--- src/rtl/pc_stack.sv ---
// Program counter with absolute/relative branching, stall, and a hardware
// return-address stack for CALL/RET subroutine flow.
module pc_stack #(
  parameter int ADDR_W      = 8,
  parameter int STACK_DEPTH = 4,
  parameter logic [ADDR_W-1:0] RESET_ADDR = {ADDR_W{1'b0}},
  localparam int SP_W       = $clog2(STACK_DEPTH + 1)
) (
  input  logic              clk,
  input  logic              RST,
  input  logic              STALL,
  input  logic              PCI,
  input  logic              BRANCH,
  input  logic              BR_REL,
  input  logic              CALL,
  input  logic              RET,
  input  logic [ADDR_W-1:0] addr_in,
  output logic [ADDR_W-1:0] addr_out,
  output logic [SP_W-1:0]   stack_depth,
  output logic              stack_full,
  output logic              stack_empty,
  output logic              stack_ovf,
  output logic              stack_unf
);

  localparam int IDX_W = (STACK_DEPTH > 1) ? $clog2(STACK_DEPTH) : 1;
  localparam logic [SP_W-1:0] FULL_DEPTH = SP_W'(STACK_DEPTH);
  localparam logic [SP_W-1:0] SP_ONE     = {{(SP_W-1){1'b0}}, 1'b1};
  localparam logic [ADDR_W-1:0] ADDR_ONE = {{(ADDR_W-1){1'b0}}, 1'b1};

  logic [ADDR_W-1:0] addr_r;
  logic [SP_W-1:0]   depth_r;
  logic              ovf_r;
  logic              unf_r;
  logic [ADDR_W-1:0] stack_mem_r [2**IDX_W];

  logic [ADDR_W-1:0] addr_nxt_s;
  logic [SP_W-1:0]   depth_nxt_s;
  logic              ovf_nxt_s;
  logic              unf_nxt_s;
  logic              push_s;
  logic              full_s;
  logic              empty_s;
  logic [IDX_W-1:0]  push_idx_s;
  logic [IDX_W-1:0]  top_idx_s;
  logic [ADDR_W-1:0] ret_addr_s;

  assign full_s     = (depth_r == FULL_DEPTH);
  assign empty_s    = (depth_r == {SP_W{1'b0}});
  assign push_idx_s = depth_r[IDX_W-1:0];
  assign top_idx_s  = depth_r[IDX_W-1:0] - {{(IDX_W-1){1'b0}}, 1'b1};
  assign ret_addr_s = addr_r + ADDR_ONE;

  // Next-state selection: stall freezes everything, else RET > CALL > BRANCH > PCI.
  always_comb begin
    addr_nxt_s  = addr_r;
    depth_nxt_s = depth_r;
    ovf_nxt_s   = ovf_r;
    unf_nxt_s   = unf_r;
    push_s      = 1'b0;
    if (STALL) begin
      addr_nxt_s = addr_r;
    end else if (RET) begin
      if (!empty_s) begin
        addr_nxt_s  = stack_mem_r[top_idx_s];
        depth_nxt_s = depth_r - SP_ONE;
      end else begin
        unf_nxt_s = 1'b1;
      end
    end else if (CALL) begin
      if (!full_s) begin
        push_s      = 1'b1;
        addr_nxt_s  = addr_in;
        depth_nxt_s = depth_r + SP_ONE;
      end else begin
        ovf_nxt_s = 1'b1;
      end
    end else if (BRANCH) begin
      // Same-width two's-complement add equals sign-extend-then-truncate.
      if (BR_REL) begin
        addr_nxt_s = addr_r + addr_in;
      end else begin
        addr_nxt_s = addr_in;
      end
    end else if (PCI) begin
      addr_nxt_s = addr_r + ADDR_ONE;
    end else begin
      addr_nxt_s = addr_r;
    end
  end

  // Control state registers with synchronous reset.
  always_ff @(posedge clk) begin
    if (RST) begin
      addr_r  <= RESET_ADDR;
      depth_r <= {SP_W{1'b0}};
      ovf_r   <= 1'b0;
      unf_r   <= 1'b0;
    end else begin
      addr_r  <= addr_nxt_s;
      depth_r <= depth_nxt_s;
      ovf_r   <= ovf_nxt_s;
      unf_r   <= unf_nxt_s;
    end
  end

  // Return-address storage; contents need no reset since depth gates visibility.
  always_ff @(posedge clk) begin
    if (!RST && push_s) begin
      stack_mem_r[push_idx_s] <= ret_addr_s;
    end
  end

  assign addr_out    = addr_r;
  assign stack_depth = depth_r;
  assign stack_full  = full_s;
  assign stack_empty = empty_s;
  assign stack_ovf   = ovf_r;
  assign stack_unf   = unf_r;

endmodule

--- config.mk ---
export PLATFORM = sky130hd
export DESIGN_NAME = pc_stack
export DESIGN_NICKNAME = d
export VERILOG_FILES = /design/src/rtl/pc_stack.sv
export SDC_FILE = /design/constraint.sdc
export NUM_CORES = 1
export LEC_CHECK = 0
export CAP_MARGIN = 10
export CELL_PAD_IN_SITES_DETAIL_PLACEMENT = 0
export CELL_PAD_IN_SITES_GLOBAL_PLACEMENT = 1
export CORE_ASPECT_RATIO = 0.75
export CORE_MARGIN = 3
export CORE_UTILIZATION = 46
export DETAILED_ROUTE_END_ITERATION = 6
export DONT_BUFFER_PORTS = 1
export GPL_TIMING_DRIVEN = 0
export PLACE_DENSITY_LB_ADDON = 0.1
export SLEW_MARGIN = 20
export SYNTH_ARGS = -nofsm -noshare
export SYNTH_HDL_FRONTEND = slang
export SYNTH_SLANG_ARGS = --single-unit
--- constraint.sdc ---
create_clock -name clk -period 2.4 [get_ports clk]
set_clock_uncertainty 0.15 [all_clocks]
set_input_delay 0.48 -clock clk [delete_from_list [all_inputs] [get_ports clk]]
set_output_delay 0.48 -clock clk [all_outputs]
set_load 0.1 [all_outputs]
==> results of run 1 <==
sequential cells by signal, summed over array words and instances, names as in the netlist:
signal	count
stack_ovf	1
stack_mem_r	32
stack_depth	3
addr_out	8
stack_unf	1
layer usage:
metal | track usage (%) | part of all wire, % | vias up
met2 | 26.5 | 45 | 58
li1 | - | - | 798
met4 | 4.75 | 0.75 | 0
met5 | 0 | 0 | -
met1 | 25.1 | 46 | 871
met3 | 5.10 | 7.6 | 4
layout make-up:
type / count / area, um^2
fillers: 431 / 2190
flip-flops and latches: 45 / 1250
multi-input cells: 140 / 1240
well taps: 72 / 90.1
clock buffers: 6 / 72.6
plain buffers: 7 / 65.1
repair buffers: 6 / 57.6
inverters: 11 / 48.8
clock inverters: 2 / 33.8
worst paths after layout:
check,depth (start not counted),to,start
setup reg to reg,9,addr_out[6],stack_depth[0]
hold / removal,1,addr_out[6],RST
hold reg to reg,2,addr_out[0],addr_out[0]
setup / recovery,9,addr_out[6],stack_depth[0]
power by group:
part	internal [mW]	leakage (nW)	switching, mW
logic	0.235	0.524	0.300
registers	0.889	0.404	0.253
clock network	0.307	0.0528	0.249
through the flow:
stage / TNS (ns) / instance area (um^2) / power, mW
floorplan: -0.0171 / 2540 / 1.55
global placement: -7.92 / 2630 / 1.63
detailed placement: -9.95 / 2630 / 1.65
CTS: 0 / 2820 / 2.23
global route: -0.312 / 2850 / 2.32
finish: 0 / 2850 / 2.23
cells in the final DEF (no fill, tap or decap), types with 6 or more instances in the layout:
cell type / netlist / routed
a21oi_1: 9 / 8
edfxtp_1: 32 / 32
ha_1: 12 / 10
inv_1: 11 / 9
mux4_2: 8 / 8
nand2_1: 10 / 10
nand3_1: 8 / 8
nor2_1: 18 / 18
o21ai_0: 6 / 6
xnor2_1: 8 / 8
synth_stat cells (2+ instances only):
cell type | instances | area [um^2]
and3_1 | 5 | 31.3
nor3b_1 | 2 | 15.0
buf_6 | 4 | 45.0
xor2_1 | 3 | 26.3
and2_1 | 5 | 31.3
nand2_1 | 10 | 37.5
a21oi_1 | 9 | 45.0
dfxtp_1 | 13 | 260
ha_1 | 12 | 150
o21bai_1 | 2 | 15.0
a311oi_1 | 5 | 43.8
a221oi_1 | 3 | 26.3
nand3_1 | 8 | 40.0
a22o_1 | 2 | 17.5
clkbuf_1 | 4 | 15.0
nor3_1 | 4 | 20.0
nor2b_1 | 2 | 12.5
a211oi_1 | 3 | 22.5
inv_1 | 11 | 41.3
o21ai_0 | 6 | 30.0
xnor2_1 | 8 | 70.1
nand3b_1 | 3 | 22.5
edfxtp_1 | 32 | 961
nor2_1 | 18 | 67.6
mux4_2 | 8 | 180
fa_1 | 2 | 40.0
nor4_1 | 2 | 12.5
a311oi_2 | 2 | 30.0
a31oi_1 | 2 | 12.5
logic make-up after synthesis:
family	synth area share (%)
xor+xnor	3.90
simple gates	13.0
buf+inv	4.11
flops	49.5
mux	8.16
fa+ha+maj	7.70
compound gates	13.6
worst reg2reg max path, cell delays in order, from the launching register on:
cell and delay [ns]:
dfxtp_4 0.57, buf_12 0.16, inv_8 0.03, ha_4 0.15, and2_4 0.27, a2111oi_4 0.32, buf_4 0.19, inv_1 0.08
a2111oi_2 0.21, a311oi_1 0.14
timing repair:
item                                    CTS  global route
endpoints found under the setup margin   40             7
setup buffers                             6             0
gates resized for setup                  16             5
pin swaps                                 1             5
==> insert_results.sql, run 1 <==
INSERT INTO impl_metrics (metric_group, metric, value, unit) VALUES
('yosys', 'synth_fp_nets', '234', ''),
('global_route', 'grt_usage', '17.7', '%'),
('sta', 'layout_min_cycle_time', '2.38', 'ns'),
('min_path', 'hold_class', 'input port to register', ''),
('final_layout', 'number_of_diodes', '0', ''),
('final_layout', 'final_cells', '289', ''),
('run_status', 'outcome', 'completed', ''),
('yosys', 'yosys_warnings', '0', ''),
('sta', 'final.setup.worst_slack', '0.0234', 'ns'),
('clock_network', 'hold_buffers', '0', ''),
('sta', 'layout_worst_path_cycle_share', '99.0', '%'),
('flow_run', 'cap_viol_max_count', '0', ''),
('final_layout', 'total_nets_final', '246', ''),
('clock_network', 'clockRootBuffer', 'clkbuf_8', ''),
('global_route', 'antenna_found_initial', '0', ''),
('yosys', 'synth_async_sr_flop_share', '0', '%'),
('sta', 'finalMaxSlewViolations', '0', ''),
('die', 'die_area', '6290', 'um^2'),
('sta', 'max_freq', '421', 'MHz'),
('yosys', 'ys_ff_latch', '45', ''),
('drt', 'antenna_violating_nets_post_route', '0', ''),
('place', 'gp_congestion', '0.806', ''),
('die', 'start_util', '49.0', '%'),
('drt', 'number_of_design_rule_violations_left_by_the_first_detailed_router_iteration', '101', ''),
('drt', 'drt-vias-per-instance', '5.99', ''),
('worst_setup_path', 'cp-start-kind', 'register', ''),
('yosys', 'post_synth_num_cell_types', '43', ''),
('yosys', 'ys_seq_area_share', '49.5', '%'),
('yosys', 'synth-edff-count', '32', ''),
('power_and_ir_drop', 'leakage_power', '0.981', 'nW'),
('sta', 'slew-limit-headroom', '22.5', '%'),
('global_route', 'grt_pass1_vias', '1675', ''),
('clock_network', 'cts_sinks', '45', ''),
('clock_network', 'clock_tree.htree_level_count', '2', ''),
('sta', 'hold_violations', '0', ''),
('yosys', 'syn_avg_cell_area', '12.1', 'um^2'),
('worst_setup_path', 'timing.critical_path.fanout_max', '4', ''),
('power_and_ir_drop', 'peakVddDrop', '0.000427', 'V'),
('global_route', 'grt-ovfl-total', '0', ''),
('place', 'hpwlAfterDp', '4100', 'um'),
('die', 'ioPinCount', '31', ''),
('yosys', 'synth_top_flop_cell', 'edfxtp_1', ''),
('worst_setup_path', 'timing.critical_path.arrival', '2.40', 'ns'),
('sta', 'setup_viol', '0', ''),
('place', 'dp_worst_slack', '-0.317', 'ns'),
('clock_network', 'cts.reportedPaths.clkPinSlew', '0.09', 'ns'),
('drt', 'drcViolationCount', '0', ''),
('clock_network', 'max-clock-path-buffers', '2', ''),
('global_route', 'wire_length_of_the_first_global_routing_pass', '8630', 'um'),
('clock_network', 'clock_latency', '0.30', 'ns'),
('place', 'io_port_bufs', '0', ''),
('worst_setup_path', 'cpMaxStageDelayCell', 'dfxtp_4', ''),
('place', 'count_of_placed_standard_cells_including_taps', '276', ''),
('worst_setup_path', 'worstSetupEndpointType', 'register', ''),
('final_layout', 'layout-drive-gt1-share', '25.3', '%'),
('global_route', 'maximum_number_of_pins_on_one_net_before_global_route_repair', '14', ''),
('worst_setup_path', 'regToRegSetupSlack', '0.02', 'ns'),
('worst_setup_path', 'critPathKind', 'register to register', ''),
('worst_setup_path', 'cp_slowest_stage_delay', '0.57', 'ns'),
('clock_network', 'cts_tree', 'done', ''),
('worst_setup_path', 'critPathBufInv', '4', ''),
('sta', 'worst_pin_slew', '1.16', 'ns'),
('drt', 'aggregate_routed_wire_length', '5500', 'um'),
('final_layout', 'area_delta_synth_final', '15.5', '%'),
('drt', 'detailroute.via_count', '1731', ''),
('final_layout', 'utilization', '56.6', '%'),
('worst_setup_path', 'timing.critical_path.required', '2.42', 'ns'),
('die', 'core', '5040', 'um^2'),
('clock_network', 'cts_inserted_buffers', '5', ''),
('yosys', 'syn-cell-area', '2470', 'um^2'),
('sta', 'grt_setup_unrepaired', 'yes', ''),
('sta', 'worst_hold_slack', '0.0858', 'ns'),
('worst_setup_path', 'family_with_the_most_delay_on_the_worst_path', 'compound AO/OA/AOI/OAI gates', ''),
('die', 'die_height', '69.4', 'um'),
('die', 'std_cell_rows', '22', ''),
('drt', 'wire_per_inst', '19.0', 'um'),
('drt', 'drt_first_pass_iters', '4', ''),
('worst_setup_path', 'worstPathCellList', 'buf_12, inv_8, ha_4, and2_4, a2111oi_4, buf_4, inv_1, a2111oi_2, a311oi_1', ''),
('power_and_ir_drop', 'powerDensity', '784', 'nW/um^2'),
('yosys', 'synth_cells', '204', ''),
('die', 'die_w', '90.6', 'um');
(Power assumes the default switching activity.)
==> inputs of run 2 (changes only) <==
--- a/config.mk
+++ b/config.mk
@@ -5,7 +5,6 @@
 export SDC_FILE = /design/constraint.sdc
 export NUM_CORES = 1
 export LEC_CHECK = 0
-export CAP_MARGIN = 10
 export CELL_PAD_IN_SITES_DETAIL_PLACEMENT = 0
 export CELL_PAD_IN_SITES_GLOBAL_PLACEMENT = 1
 export CORE_ASPECT_RATIO = 0.75
@@ -14,8 +13,10 @@
 export DETAILED_ROUTE_END_ITERATION = 6
 export DONT_BUFFER_PORTS = 1
 export GPL_TIMING_DRIVEN = 0
+export MAX_ROUTING_LAYER = met4
 export PLACE_DENSITY_LB_ADDON = 0.1
 export SLEW_MARGIN = 20
 export SYNTH_ARGS = -nofsm -noshare
 export SYNTH_HDL_FRONTEND = slang
 export SYNTH_SLANG_ARGS = --single-unit
+export TNS_END_PERCENT = 10
==> run 2 against run 1 <==
Net effect:
- the flow now finishes with violations (setup timing)
- count of clock-buffer cells in the layout fell by 1
- die area did not move
- power fell by 4.3%
- critical endpoint is now addr_out[5]
==> insert_results.sql, run 2 (same netlist as run 1, synthesis figures left out) <==
INSERT INTO impl_metrics (metric_group, metric, value, unit) VALUES
('final_layout', 'utilization', '56.4', '%'),
('power_and_ir_drop', 'powerDensity', '752', 'nW/um^2'),
('sta', 'max_freq', '409', 'MHz'),
('flow_run', 'cap_viol_max_count', '0', ''),
('clock_network', 'clock_tree.htree_level_count', '2', ''),
('die', 'die_area', '6290', 'um^2'),
('final_layout', 'layout-drive-gt1-share', '27.1', '%'),
('sta', 'finalMaxSlewViolations', '0', ''),
('clock_network', 'cts_tree', 'done', ''),
('worst_setup_path', 'cpMaxStageDelayCell', 'dfxtp_4', ''),
('min_path', 'min-delay-start', 'RST', ''),
('worst_setup_path', 'worstSetupEndpointType', 'register', ''),
('sta', 'setup_viol', '5', ''),
('final_layout', 'largest_register', 'stack_mem_r', ''),
('min_path', 'min_delay_endpoint', 'addr_out[0]', ''),
('final_layout', 'total_nets_final', '250', ''),
('sta', 'slew-limit-headroom', '26.2', '%'),
('sta', 'grt_setup_unrepaired', 'yes', ''),
('drt', 'drcViolationCount', '0', ''),
('sta', 'worst_pin_slew', '1.11', 'ns'),
('clock_network', 'clockRootBuffer', 'clkbuf_8', ''),
('clock_network', 'cts_sinks', '45', ''),
('worst_setup_path', 'rr_startpoint', 'stack_depth[0]', ''),
('final_layout', 'top_library_cells_by_usage_in_the_layout_fill_and_taps_aside', 'edfxtp_1, nor2_1, ha_1', ''),
('final_layout', 'number_of_flip_flops_in_the_largest_register', '32', ''),
('global_route', 'wire_length_of_the_first_global_routing_pass', '8650', 'um'),
('worst_setup_path', 'cp_slowest_stage_delay', '0.57', 'ns'),
('worst_setup_path', 'reg2regPathDepth', '9', ''),
('final_layout', 'layout_commonest_cell', 'edfxtp_1', ''),
('worst_setup_path', 'rr_endpoint', 'addr_out[5]', ''),
('global_route', 'grt_usage', '18.5', '%'),
('drt', 'antenna_violating_nets_post_route', '0', ''),
('sta', 'hold_violations', '0', ''),
('power_and_ir_drop', 'leakage_power', '0.992', 'nW'),
('drt', 'drt-vias-per-instance', '5.87', ''),
('run_status', 'failed_checks', 'setup timing', ''),
('global_route', 'antenna_found_initial', '0', ''),
('worst_setup_path', 'cp-start-kind', 'register', ''),
('clock_network', 'hold_buffers', '0', ''),
('sta', 'layout_min_cycle_time', '2.44', 'ns'),
('worst_setup_path', 'timing.critical_path.fanout_max', '4', ''),
('drt', 'wire_per_inst', '19.1', 'um'),
('drt', 'number_of_design_rule_violations_left_by_the_first_detailed_router_iteration', '171', ''),
('min_path', 'holdPathStages', '1', ''),
('drt', 'aggregate_routed_wire_length', '5590', 'um'),
('clock_network', 'max-clock-path-buffers', '2', ''),
('die', 'std_cell_rows', '22', ''),
('clock_network', 'clock_latency', '0.30', 'ns'),
('drt', 'detailroute.via_count', '1721', ''),
('worst_setup_path', 'worstPathCellList', 'buf_12, inv_6, ha_4, and2_4, a2111oi_4, inv_1, buf_4, a221oi_2, a311oi_1', ''),
('worst_setup_path', 'critPathBufInv', '4', ''),
('worst_setup_path', 'timing.critical_path.arrival', '2.45', 'ns'),
('worst_setup_path', 'timing.critical_path.required', '2.40', 'ns'),
('run_status', 'outcome', 'finished with violations', ''),
('worst_setup_path', 'critPathKind', 'register to register', ''),
('global_route', 'grt-ovfl-total', '0', ''),
('global_route', 'grt_pass1_vias', '1633', ''),
('die', 'die_height', '69.4', 'um'),
('final_layout', 'area_delta_synth_final', '15.2', '%'),
('place', 'hpwlAfterDp', '4080', 'um'),
('place', 'gp_congestion', '0.882', ''),
('final_layout', 'number_of_diodes', '0', ''),
('die', 'core', '5040', 'um^2'),
('die', 'ioPinCount', '31', ''),
('worst_setup_path', 'regToRegSetupSlack', '-0.04', 'ns'),
('place', 'dp_worst_slack', '-0.362', 'ns'),
('min_path', 'hold_class', 'input port to register', ''),
('clock_network', 'cts.reportedPaths.clkPinSlew', '0.09', 'ns'),
('die', 'die_w', '90.6', 'um'),
('global_route', 'maximum_number_of_pins_on_one_net_before_global_route_repair', '15', ''),
('sta', 'final.setup.worst_slack', '-0.0443', 'ns'),
('clock_network', 'cts_inserted_buffers', '5', ''),
('worst_setup_path', 'family_with_the_most_delay_on_the_worst_path', 'compound AO/OA/AOI/OAI gates', ''),
('place', 'io_port_bufs', '0', ''),
('power_and_ir_drop', 'peakVddDrop', '0.000353', 'V'),
('sta', 'layout_worst_path_cycle_share', '102', '%'),
('die', 'start_util', '49.0', '%'),
('drt', 'drt_first_pass_iters', '4', '');
==> run 2: metal layers <==
metal,wire (um),vias to the layer above,GRT usage (%),share of wire (%)
li1,-,811,-,-
met3,391,4,5.31,7.0
met1,2600,855,25.7,47
met4,40,0,5.09,0.72
met2,2560,51,26.5,46
met5,0,-,-,0
==> run 2: cell type report <==
class | instances | area (um^2)
Tap cell | 72 | 90.1
Clock buffer | 5 | 68.8
Fill cell | 442 | 2190
Multi-Input combinational cell | 140 | 1220
Inverter | 11 | 46.3
Buffer | 7 | 65.1
Timing Repair Buffer | 10 | 87.6
Sequential cell | 45 | 1240
Clock inverter | 3 | 17.5
==> run 2: worst max-delay path by stage <==
stage | endpoint | slack (ns) | depth (start not counted) | from
floorplan | addr_out[5] | -0.06 | 8 | stack_depth[0]
global placement | stack_mem_r[1][4] | -0.34 | 6 | stack_depth[0]
detailed placement | stack_mem_r[3][4] | -0.36 | 6 | stack_depth[0]
CTS | addr_out[7] | -0.02 | 10 | stack_depth[0]
global route | addr_out[5] | -0.14 | 9 | stack_depth[0]
finish | addr_out[5] | -0.04 | 9 | stack_depth[0]
==> run 2: metrics by stage <==
step / area [um^2] / power, mW / TNS [ns] / hold WS [ns] / cells
3_3_place_gp: 2600 / 1.62 / -12.05 / 0.397 / 276
2_1_floorplan: 2510 / 1.53 / -0.349 / 0.395 / 204
3_5_place_dp: 2600 / 1.63 / -12.15 / 0.399 / 276
6_report: 2840 / 2.14 / -0.108 / 0.0835 / 293
4_1_cts: 2810 / 2.14 / -0.0478 / 0.0727 / 293
5_1_grt: 2840 / 2.25 / -0.912 / 0.0723 / 293
==> run 2: repair_timing <==
item / CTS / global route
gates resized for setup: 18 / 9
gates cloned: 1 / 0
pin swaps: 8 / 0
buffers inserted: 9 / 0
endpoints found under the setup margin: 43 / 24
==> run 2: power by group <==
part,leakage [nW],switching (mW),internal [mW]
Combinational,0.545,0.300,0.242
Sequential,0.404,0.253,0.889
Clock,0.0439,0.252,0.201
==> inputs of run 3 (changes only) <==
--- a/config.mk
+++ b/config.mk
@@ -9,13 +9,12 @@
 export CELL_PAD_IN_SITES_GLOBAL_PLACEMENT = 1
 export CORE_ASPECT_RATIO = 0.75
 export CORE_MARGIN = 3
-export CORE_UTILIZATION = 46
+export CORE_UTILIZATION = 55
 export DETAILED_ROUTE_END_ITERATION = 6
 export DONT_BUFFER_PORTS = 1
 export GPL_TIMING_DRIVEN = 0
 export MAX_ROUTING_LAYER = met4
-export PLACE_DENSITY_LB_ADDON = 0.1
-export SLEW_MARGIN = 20
+export PLACE_DENSITY = 0.91
 export SYNTH_ARGS = -nofsm -noshare
 export SYNTH_HDL_FRONTEND = slang
 export SYNTH_SLANG_ARGS = --single-unit
==> constraint.sdc (replaced) <==
create_clock -name clk -period 2.99 [get_ports clk]
set_clock_uncertainty 0.15 [all_clocks]
set_input_delay 0.598 -clock clk [delete_from_list [all_inputs] [get_ports clk]]
set_output_delay 0.598 -clock clk [all_outputs]
set_load 0.1 [all_outputs]
==> run 3 against run 2 <==
Net effect:
- the flow now finishes without violations
- sequential power is 20% lower
- power is 23% lower
- routed wire length is 4.9% lower
- first-iteration DRC count is 1.2% lower
- non-clock buffer count is 8 lower
- count of clock-buffer cells in the layout stayed put
- maximum frequency is 16% lower
- worst hold slack better by 0.13 ns
- highest routed layer unchanged
==> insert_results.sql, run 3 (same netlist as run 1, synthesis figures left out) <==
INSERT INTO impl_metrics (metric_group, metric, value, unit) VALUES
('sta', 'worst_pin_slew', '1.18', 'ns'),
('sta', 'grt_setup_unrepaired', 'yes', ''),
('run_status', 'outcome', 'completed', ''),
('min_path', 'hold_class', 'input port to register', ''),
('sta', 'slew-limit-headroom', '21.1', '%'),
('drt', 'route.layer.met1.wl', '2360', 'um'),
('global_route', 'grt_pass1_vias', '1762', ''),
('place', 'dp_worst_slack', '-0.174', 'ns'),
('final_layout', 'area_delta_synth_final', '7.70', '%'),
('power_and_ir_drop', 'peakVddDrop', '0.000446', 'V'),
('die', 'std_cell_rows', '20', ''),
('drt', 'drt_first_pass_iters', '4', ''),
('min_path', 'min-delay-start', 'RST', ''),
('drt', 'drcViolationCount', '0', ''),
('final_layout', 'number_of_diodes', '0', ''),
('final_layout', 'layout-drive-gt1-share', '16.4', '%'),
('worst_setup_path', 'timing.critical_path.arrival', '2.93', 'ns'),
('worst_setup_path', 'cp-start-kind', 'register', ''),
('global_route', 'antenna_found_initial', '0', ''),
('global_route', 'maximum_number_of_pins_on_one_net_before_global_route_repair', '14', ''),
('clock_network', 'cts_sinks', '45', ''),
('worst_setup_path', 'timing.critical_path.required', '3.01', 'ns'),
('worst_setup_path', 'cpMaxStageDelayCell', 'dfxtp_4', ''),
('global_route', 'wire_length_of_the_first_global_routing_pass', '8760', 'um'),
('die', 'die_w', '83.4', 'um'),
('sta', 'finalMaxSlewViolations', '0', ''),
('worst_setup_path', 'timing.critical_path.fanout_max', '10', ''),
('worst_setup_path', 'worstPathCellList', 'buf_6, inv_1, ha_1, clkbuf_1, mux4_2, and2_1, a2111oi_2, a311oi_1', ''),
('final_layout', 'largest_register', 'stack_mem_r', ''),
('clock_network', 'clock_latency', '0.29', 'ns'),
('drt', 'dr_wl_met2', '2540', 'um'),
('power_and_ir_drop', 'overall_power', '1.65', 'mW'),
('drt', 'route.top_layer_used', 'met4', ''),
('clock_network', 'max-clock-path-buffers', '2', ''),
('clock_network', 'cts_inserted_buffers', '5', ''),
('sta', 'final.setup.worst_slack', '0.0826', 'ns'),
('min_path', 'holdPathStages', '1', ''),
('place', 'hpwlAfterDp', '4050', 'um'),
('place', 'gp_congestion', '0.976', ''),
('final_layout', 'top_library_cells_by_usage_in_the_layout_fill_and_taps_aside', 'edfxtp_1, nor2_1, ha_1', ''),
('sta', 'layout_worst_path_cycle_share', '97.2', '%'),
('clock_network', 'clock_tree.htree_level_count', '2', ''),
('worst_setup_path', 'rr_startpoint', 'stack_depth[0]', ''),
('drt', 'wire_per_inst', '19.8', 'um'),
('place', 'io_port_bufs', '0', ''),
('power_and_ir_drop', 'powerDensity', '621', 'nW/um^2'),
('die', 'start_util', '59.1', '%'),
('final_layout', 'number_of_flip_flops_in_the_largest_register', '32', ''),
('worst_setup_path', 'regToRegSetupSlack', '0.08', 'ns'),
('sta', 'finalSetupTns', '0', 'ns'),
('worst_setup_path', 'cp_slowest_stage_delay', '0.56', 'ns'),
('drt', 'detailroute.via_count', '1672', ''),
('flow_run', 'cap_viol_max_count', '0', ''),
('die', 'core', '4180', 'um^2'),
('final_layout', 'layout_commonest_cell', 'edfxtp_1', ''),
('final_layout', 'post-route-cell-area', '2660', 'um^2'),
('place', 'placed_cell_area', '2550', 'um^2'),
('global_route', 'grt_usage', '21.7', '%'),
('drt', 'aggregate_routed_wire_length', '5320', 'um'),
('drt', 'drt-vias-per-instance', '6.24', ''),
('clock_network', 'cts_tree', 'done', ''),
('worst_setup_path', 'reg2regPathDepth', '8', ''),
('worst_setup_path', 'critPathKind', 'register to register', ''),
('clock_network', 'cts.reportedPaths.clkPinSlew', '0.08', 'ns'),
('final_layout', 'total_nets_final', '242', ''),
('drt', 'met3_length', '393', 'um'),
('die', 'die_area', '5340', 'um^2'),
('die', 'ioPinCount', '31', ''),
('drt', 'number_of_design_rule_violations_left_by_the_first_detailed_router_iteration', '169', ''),
('min_path', 'min_delay_endpoint', 'addr_out[0]', ''),
('drt', 'antenna_violating_nets_post_route', '0', ''),
('clock_network', 'clockRootBuffer', 'clkbuf_8', ''),
('sta', 'setup_viol', '0', ''),
('sta', 'max_freq', '344', 'MHz'),
('die', 'die_height', '64.0', 'um'),
('sta', 'hold_violations', '0', ''),
('clock_network', 'hold_buffers', '0', ''),
('power_and_ir_drop', 'leakage_power', '0.928', 'nW'),
('worst_setup_path', 'rr_endpoint', 'addr_out[6]', ''),
('worst_setup_path', 'worstSetupEndpointType', 'register', ''),
('sta', 'layout_min_cycle_time', '2.91', 'ns'),
('global_route', 'grt-ovfl-total', '0', '');
run 3: final cells by class:
type                       count  area (um^2)
fill                         342         1520
multi-input combinational    140         1170
tap                           55         68.8
timing repair buffer           1         7.51
clock inverter                 3         12.5
sequential                    45         1230
clock buffer                   5         68.8
buffer                         8         60.1
inverter                      11         41.3
run 3: what timing repair did:
item,4_1_cts,5_1_grt
resized for setup,5,4
pin swaps,0,1
endpoints found under the setup margin,38,14
setup buffers,0,1
run 3: how the worst max path moves through the flow:
| stage | endpoint | from | cells after the start |
|---|---|---|---|
| after global routing | addr_out[6] | stack_depth[0] | 8 |
| final | addr_out[6] | stack_depth[0] | 8 |
| after global placement | stack_mem_r[3][3] | stack_depth[0] | 6 |
| after CTS | stack_mem_r[0][3] | stack_depth[0] | 5 |
| after floorplan | addr_out[1] | stack_depth[0] | 8 |
| after detailed placement | stack_mem_r[3][3] | stack_depth[0] | 6 |
run 3: metrics by stage:
step | cells | hold WS, ns | utilization [%]
finish | 268 | 0.210 | 63.6
floorplan | 204 | 0.520 | -
CTS | 267 | 0.204 | 63.1
detailed placement | 259 | 0.525 | 61.0
global placement | 259 | 0.522 | 61.0
global route | 268 | 0.204 | 63.6
run 3: layer usage:
metal / global-route usage [%] / up-vias
met5: - / -
met4: 4.90 / 0
met3: 4.64 / 4
met2: 35.1 / 66
met1: 28.5 / 811
li1: - / 791
run 3: report_power, final:
| part | switching, mW | internal, mW |
|---|---|---|
| clock | 0.196 | 0.158 |
| combinational | 0.229 | 0.159 |
| sequential | 0.200 | 0.711 |
run 3: critical path: cells and delay by family (launching register included):
kind	cells	cell delay, ns
buffers and inverters	3	0.74
AOI/OAI and AO/OA	2	0.48
muxes	1	0.37
and+or+nand+nor	1	0.19
adders and majority gates	1	0.30
DFF	1	0.56
